$ cat src/rtl/sar_conversion_stage.sv
// rtl/sar_conversion_stage.sv - successive-approximation conversion stage behind the PGA
//
// Purpose:
//   Tracks the differential PGA output for ACQ_CYCLES clocks and freezes the
//   last captured difference. It then resolves a RESOLUTION-bit offset-binary
//   code MSB-first, one bit per clock, against a modelled DAC/comparator.
//   When the code is ready, data_valid pulses for a single cycle.
//
// Ports:
//   clk        - system clock, rising edge
//   reset      - synchronous reset, active-high
//   enable     - stage enable; low aborts a conversion and parks the FSM in IDLE
//   start      - conversion request, sampled only in IDLE
//   vin_p      - positive input, unsigned, offset binary around 0x8000
//   vin_n      - negative input, unsigned, offset binary around 0x8000
//   busy       - high while in SAMPLE or CONVERT
//   data_valid - one-cycle pulse in DONE
//   data_out   - last conversion result, offset binary
//   overrange  - clamp flag of the last conversion

module sar_conversion_stage #(
  parameter int RESOLUTION = 12,
  parameter int ACQ_CYCLES = 4
) (
  input  logic                  clk,
  input  logic                  reset,
  input  logic                  enable,
  input  logic                  start,
  input  logic [15:0]           vin_p,
  input  logic [15:0]           vin_n,
  output logic                  busy,
  output logic                  data_valid,
  output logic [RESOLUTION-1:0] data_out,
  output logic                  overrange
);

  typedef enum logic [1:0] {
    ST_IDLE    = 2'd0,
    ST_SAMPLE  = 2'd1,
    ST_CONVERT = 2'd2,
    ST_DONE    = 2'd3
  } state_t;

  state_t                r_state;
  state_t                w_next_state;

  logic [7:0]            r_acq_cnt;
  logic signed [16:0]    r_hold;
  logic [4:0]            r_bit_idx;
  logic [RESOLUTION-1:0] r_trial;
  logic [RESOLUTION-1:0] r_data_out;
  logic                  r_overrange;

  logic signed [16:0]    w_diff;
  logic [17:0]           w_t_wide;
  logic                  w_t_neg;
  logic                  w_t_big;
  logic [15:0]           w_t;
  logic                  w_ovr;
  logic [RESOLUTION-1:0] w_test;
  logic [15:0]           w_dac;
  logic [RESOLUTION-1:0] w_trial_next;

  // Both operands are zero-extended to 17 bits, so the difference
  // (-65535..65535) always fits without overflow.
  assign w_diff = $signed({1'b0, vin_p} - {1'b0, vin_n});

  // The target is taken only from the held sample, so input movement after
  // the final SAMPLE edge cannot disturb the conversion.
  assign w_t_wide = {r_hold[16], r_hold} + 18'd32768;

  // t < 0 is the same condition as diff < -32768.
  // t > 65535 is the same condition as diff > 32767.
  // The clamp flag is therefore exactly the overrange condition.
  assign w_t_neg = w_t_wide[17];
  assign w_t_big = !w_t_wide[17] && w_t_wide[16];
  assign w_ovr   = w_t_neg || w_t_big;

  always_comb begin
    w_t = w_t_wide[15:0];
    if (w_t_neg) begin
      w_t = 16'h0000;
    end else if (w_t_big) begin
      w_t = 16'hFFFF;
    end
  end

  // Trial bit decision: keep the bit when the left-aligned DAC level does
  // not exceed the target.
  assign w_test       = r_trial | (RESOLUTION'(1) << r_bit_idx);
  assign w_dac        = 16'(w_test) << (16 - RESOLUTION);
  assign w_trial_next = (w_dac <= w_t) ? w_test : r_trial;

  always_ff @(posedge clk) begin
    if (reset) begin
      r_state <= ST_IDLE;
    end else begin
      r_state <= w_next_state;
    end
  end

  always_comb begin
    w_next_state = r_state;
    case (r_state)
      ST_IDLE: begin
        if (enable && start) begin
          w_next_state = ST_SAMPLE;
        end
      end
      ST_SAMPLE: begin
        if (!enable) begin
          w_next_state = ST_IDLE;
        end else if (r_acq_cnt == 8'd0) begin
          w_next_state = ST_CONVERT;
        end
      end
      ST_CONVERT: begin
        if (!enable) begin
          w_next_state = ST_IDLE;
        end else if (r_bit_idx == 5'd0) begin
          w_next_state = ST_DONE;
        end
      end
      ST_DONE: begin
        w_next_state = ST_IDLE;
      end
      default: begin
        w_next_state = ST_IDLE;
      end
    endcase
  end

  // Datapath. The result registers are loaded on the final CONVERT edge.
  // As a result, data_out is already updated in the same cycle that
  // data_valid is high. An aborted conversion never reaches that edge,
  // so the previous result is kept.
  always_ff @(posedge clk) begin
    if (reset) begin
      r_acq_cnt   <= 8'd0;
      r_hold      <= 17'sd0;
      r_bit_idx   <= 5'd0;
      r_trial     <= '0;
      r_data_out  <= '0;
      r_overrange <= 1'b0;
    end else begin
      case (r_state)
        ST_IDLE: begin
          if (enable && start) begin
            r_acq_cnt <= 8'(ACQ_CYCLES - 1);
          end
        end
        ST_SAMPLE: begin
          if (enable) begin
            r_hold    <= w_diff;
            r_acq_cnt <= r_acq_cnt - 8'd1;
            if (r_acq_cnt == 8'd0) begin
              r_bit_idx <= 5'(RESOLUTION - 1);
              r_trial   <= '0;
            end
          end
        end
        ST_CONVERT: begin
          if (enable) begin
            r_trial   <= w_trial_next;
            r_bit_idx <= r_bit_idx - 5'd1;
            if (r_bit_idx == 5'd0) begin
              r_data_out  <= w_trial_next;
              r_overrange <= w_ovr;
            end
          end
        end
        default: begin
        end
      endcase
    end
  end

  assign busy       = (r_state == ST_SAMPLE) || (r_state == ST_CONVERT);
  assign data_valid = (r_state == ST_DONE);
  assign data_out   = r_data_out;
  assign overrange  = r_overrange;

endmodule
$ cat config.mk
export PLATFORM = sky130hd
export DESIGN_NAME = sar_conversion_stage
export DESIGN_NICKNAME = d
export VERILOG_FILES = /design/src/rtl/sar_conversion_stage.sv
export SDC_FILE = /design/constraint.sdc
export NUM_CORES = 1
export LEC_CHECK = 0
export CAP_MARGIN = 20
export CORE_MARGIN = 8
export CORE_UTILIZATION = 54
export CTS_CLUSTER_SIZE = 10
export DETAILED_ROUTE_END_ITERATION = 10
export DONT_BUFFER_PORTS = 1
export GPL_TIMING_DRIVEN = 0
export MAX_ROUTING_LAYER = met4
export PLACE_DENSITY = 0.79
export SLEW_MARGIN = 30
export SYNTH_ARGS = -nofsm -noshare
export SYNTH_HDL_FRONTEND = slang
export SYNTH_SLANG_ARGS = --single-unit
$ cat constraint.sdc
create_clock -name clk -period 8.3 [get_ports clk]
set_clock_uncertainty 0.1 [all_clocks]
set_input_delay 1.245 -clock clk [delete_from_list [all_inputs] [get_ports clk]]
set_output_delay 1.245 -clock clk [all_outputs]
set_load 0.02 [all_outputs]
==> results.sh <==
export IMPL_status="finished, final reports clean"
export IMPL_grt_overflow_total=0
export IMPL_max_clock_path_buffers=2
export IMPL_p_total_uw=832
export IMPL_critPathRequiredTime_ns=8.46
export IMPL_synth_top_cell_area_share=0.315
export IMPL_layout_drive_gt1_share=0.0874
export IMPL_drt_initial_drc_count=110
export IMPL_unrepaired_setup_endpoints_after_global_routing="false"
export IMPL_synth_async_sr_flop_share=0
export IMPL_synth_main_ff_cell="dfxtp_1"
export IMPL_finalSetupTns_ns=0
export IMPL_cts_htree_levels=3
export IMPL_postSynthCellCount=430
export IMPL_maxCapViolCount=0
export IMPL_start_util=0.545
export IMPL_power_share_combinational=0.248
export IMPL_crit_type="reg2reg"
export IMPL_post_synth_instance_area_um2=3620
export IMPL_grt_met1_usage=0.203
export IMPL_worst_path_max_fanout=10
export IMPL_io_buffer_count=0
export IMPL_clock_power_share=0.380
export IMPL_detail_route_first_pass_iterations=4
export IMPL_power_ir_vdd_worst_v=0.0000907
export IMPL_postSynthRegisterBits=57
export IMPL_layout_area_overhead_vs_synth_pct=9.47
export IMPL_period_needed_ns=3.24
export IMPL_synth_seq_area_share=0.315
export IMPL_final_net_count=521
export IMPL_synth_enable_flop_cells=0
export IMPL_layout_cells_non_filler=526
export IMPL_filler_cell_count=577
export IMPL_synth_net_count=510
export IMPL_detailedPlacementHpwl_um=6280
export IMPL_power_switching_fraction=0.308
export IMPL_dp_cells=510
export IMPL_max_slew_margin_rel=0.530
export IMPL_power_leakage_nw=1.65
export IMPL_post_cts_hold_buffer_count=0
export IMPL_detail_route_drc_violations=0
export IMPL_vias_per_std_cell=5.88
export IMPL_layout_cells_most_common_list="dfxtp_1, inv_1, ha_1, a21oi_1, nor2_1"
export IMPL_dieArea_um2=9580
export IMPL_power_net_switching_uw=256
export IMPL_grt_antenna_before_repair=0
export IMPL_tritoncts_num_buffers=9
export IMPL_grt_pass1_wl_um=13700
export IMPL_wl_per_cell_um=15.4
export IMPL_clkSinkCount=57
export IMPL_ys_types=57
export IMPL_layout_commonest_cell="dfxtp_1"
export IMPL_antenna_cells=0
export IMPL_tritoncts_clock_tree="done"
export IMPL_ys_warn_count=0
export IMPL_grt_pass1_vias=2993
export IMPL_ios=51
export IMPL_routability_congestion_estimate=0.908
export IMPL_root_buffer="clkbuf_8"
export IMPL_post_synth_main_area_contributors="dfxtp_1, ha_1, inv_1"
export IMPL_worst_hold_slack_ns=0.361
export IMPL_final_number_of_setup_violating_endpoints=0
export IMPL_min_delay_path_class="reg2reg"
export IMPL_start_kind="flop"
export IMPL_category_of_the_worst_setup_path_capture_point="flop"
export IMPL_die_width_um=97.9
export IMPL_layout_core_utilization=0.597
export IMPL_max_slew_worst_pin_slew_ns=0.699
export IMPL_grt_usage=0.180
export IMPL_cts_setup_buffers=0
export IMPL_die_y_um=97.9
export IMPL_synth_top_cell_by_area="dfxtp_1"
export IMPL_antenna_violating_nets_post_route=0
export IMPL_placementRows=30
export IMPL_clk_transition_reported_paths_ns=0.07
export IMPL_num_vias=3091
export IMPL_routed_wirelength_um=8110
export IMPL_maxSlewViolCount=0
export IMPL_layout_worst_path_cycle_share=0.390
export IMPL_max_clock_freq_mhz=309
export IMPL_post_cts_resized=0
export IMPL_intPower_uw=575
export IMPL_clkLatencyLatePin_ns=0.34
export IMPL_maximum_number_of_pins_on_one_net_before_global_route_repair=12
export IMPL_worstPathArrival_ns=3.40
export IMPL_synth_area_per_cell_um2=8.42
export IMPL_grtUsageMet3=0.0306
export IMPL_share_of_total_power_in_sequential_cells=0.371
export IMPL_pd_cells_nw_per_um2=210
export IMPL_top_usage_layer_grt="met2"
export IMPL_met2_usage=0.298
export IMPL_core_area_um2=6640
export IMPL_hold_viol=0
critical path, stage by stage (launching register included):
cell,delay (ns)
dfxtp_1,0.31
clkbuf_1,0.27
nor3b_1,0.51
a21oi_1,0.23
inv_1,0.10
ha_1,0.24
a21o_1,0.16
nand3_1,0.07
a21oi_1,0.07
a2111oi_2,0.50
o21ai_2,0.14
buf_4,0.21
a211oi_2,0.23
synthesized netlist by cell type (2+ instances only):
library cell  number
clkbuf_1          10
a31oi_1            5
xor2_1             9
a32o_1             2
o21bai_1          11
o211ai_1           2
buf_2              2
nand2_1           27
a21oi_1           36
or2_2              2
nor3b_1            4
o2111ai_1          3
or3_1              4
nand4_1            4
nor2_1            32
nor3_1             5
ha_1              43
o21a_1             4
inv_1             53
a211oi_1          24
a211oi_2           9
nor4_1             4
xnor2_1            5
o21ai_0           13
a21o_1             8
nor2b_1            4
mux2i_1            2
dfxtp_1           57
nand3_1           16
buf_4              2
and3_1             2
per-layer routing:
| layer | wire length, um | vias to the layer above |
|---|---|---|
| met5 | 0 | - |
| met4 | 180 | 0 |
| met3 | 338 | 12 |
| met2 | 3930 | 85 |
| met1 | 3660 | 1432 |
| li1 | - | 1562 |
power by group through the flow:
| stage | logic [mW] | registers (mW) | clock network (mW) |
|---|---|---|---|
| finish | 0.207 | 0.309 | 0.316 |
| global route | 0.233 | 0.311 | 0.332 |
| CTS | 0.206 | 0.308 | 0.320 |
| detailed placement | 0.204 | 0.314 | 0 |
| global placement | 0.197 | 0.314 | 0 |
| floorplan | 0.165 | 0.311 | 0 |
through the flow:
| stage | cell area (um2) | setup WS (ns) |
|---|---|---|
| CTS | 3960 | 5.08 |
| floorplan | 3620 | 5.15 |
| global route | 3960 | 4.78 |
| finish | 3960 | 5.06 |
| global placement | 3720 | 4.97 |
| detailed placement | 3720 | 4.91 |
cell type report:
cell class,instances,area (um2),area share
tap,80,100,0.0253
inverter,53,199,0.0502
clock inverter,7,119,0.0300
multi-input combinational,306,2220,0.560
clock buffer,9,124,0.0313
sequential,57,1140,0.288
buffer,14,62.6,0.0158
registers in the layout, summed over array words and instances, names as in the netlist:
| name | flops |
|---|---|
| r_state | 2 |
| overrange | 1 |
| data_out | 12 |
| r_trial | 12 |
| r_acq_cnt | 8 |
| r_hold | 17 |
| r_bit_idx | 5 |
cells by family (layout without fill, tap and decap cells):
kind of cell	Yosys count	in the layout	synth area share
muxes	2	2	0.00553
adders and majority gates	44	44	0.154
xor gates and xnor gates	14	14	0.0339
and+or+nand+nor	112	112	0.154
AOI/OAI and AO/OA	134	134	0.265
buffers and inverters	67	83	0.0722
DFF	57	57	0.315
final timing paths:
check	endpoint	from	cells past startpoint	slack [ns]
worst max-delay path	r_trial[6]$_SDFFE_PP0P_	r_bit_idx[2]$_SDFFE_PP0P_	12	5.06
worst min-delay path	r_acq_cnt[0]$_SDFFE_PP0P_	r_acq_cnt[0]$_SDFFE_PP0P_	1	0.36
worst max register to register	r_trial[6]$_SDFFE_PP0P_	r_bit_idx[2]$_SDFFE_PP0P_	12	5.06
worst min register to register	r_acq_cnt[0]$_SDFFE_PP0P_	r_acq_cnt[0]$_SDFFE_PP0P_	1	0.36
No activity file was read; power rests on OpenSTA's default activity.
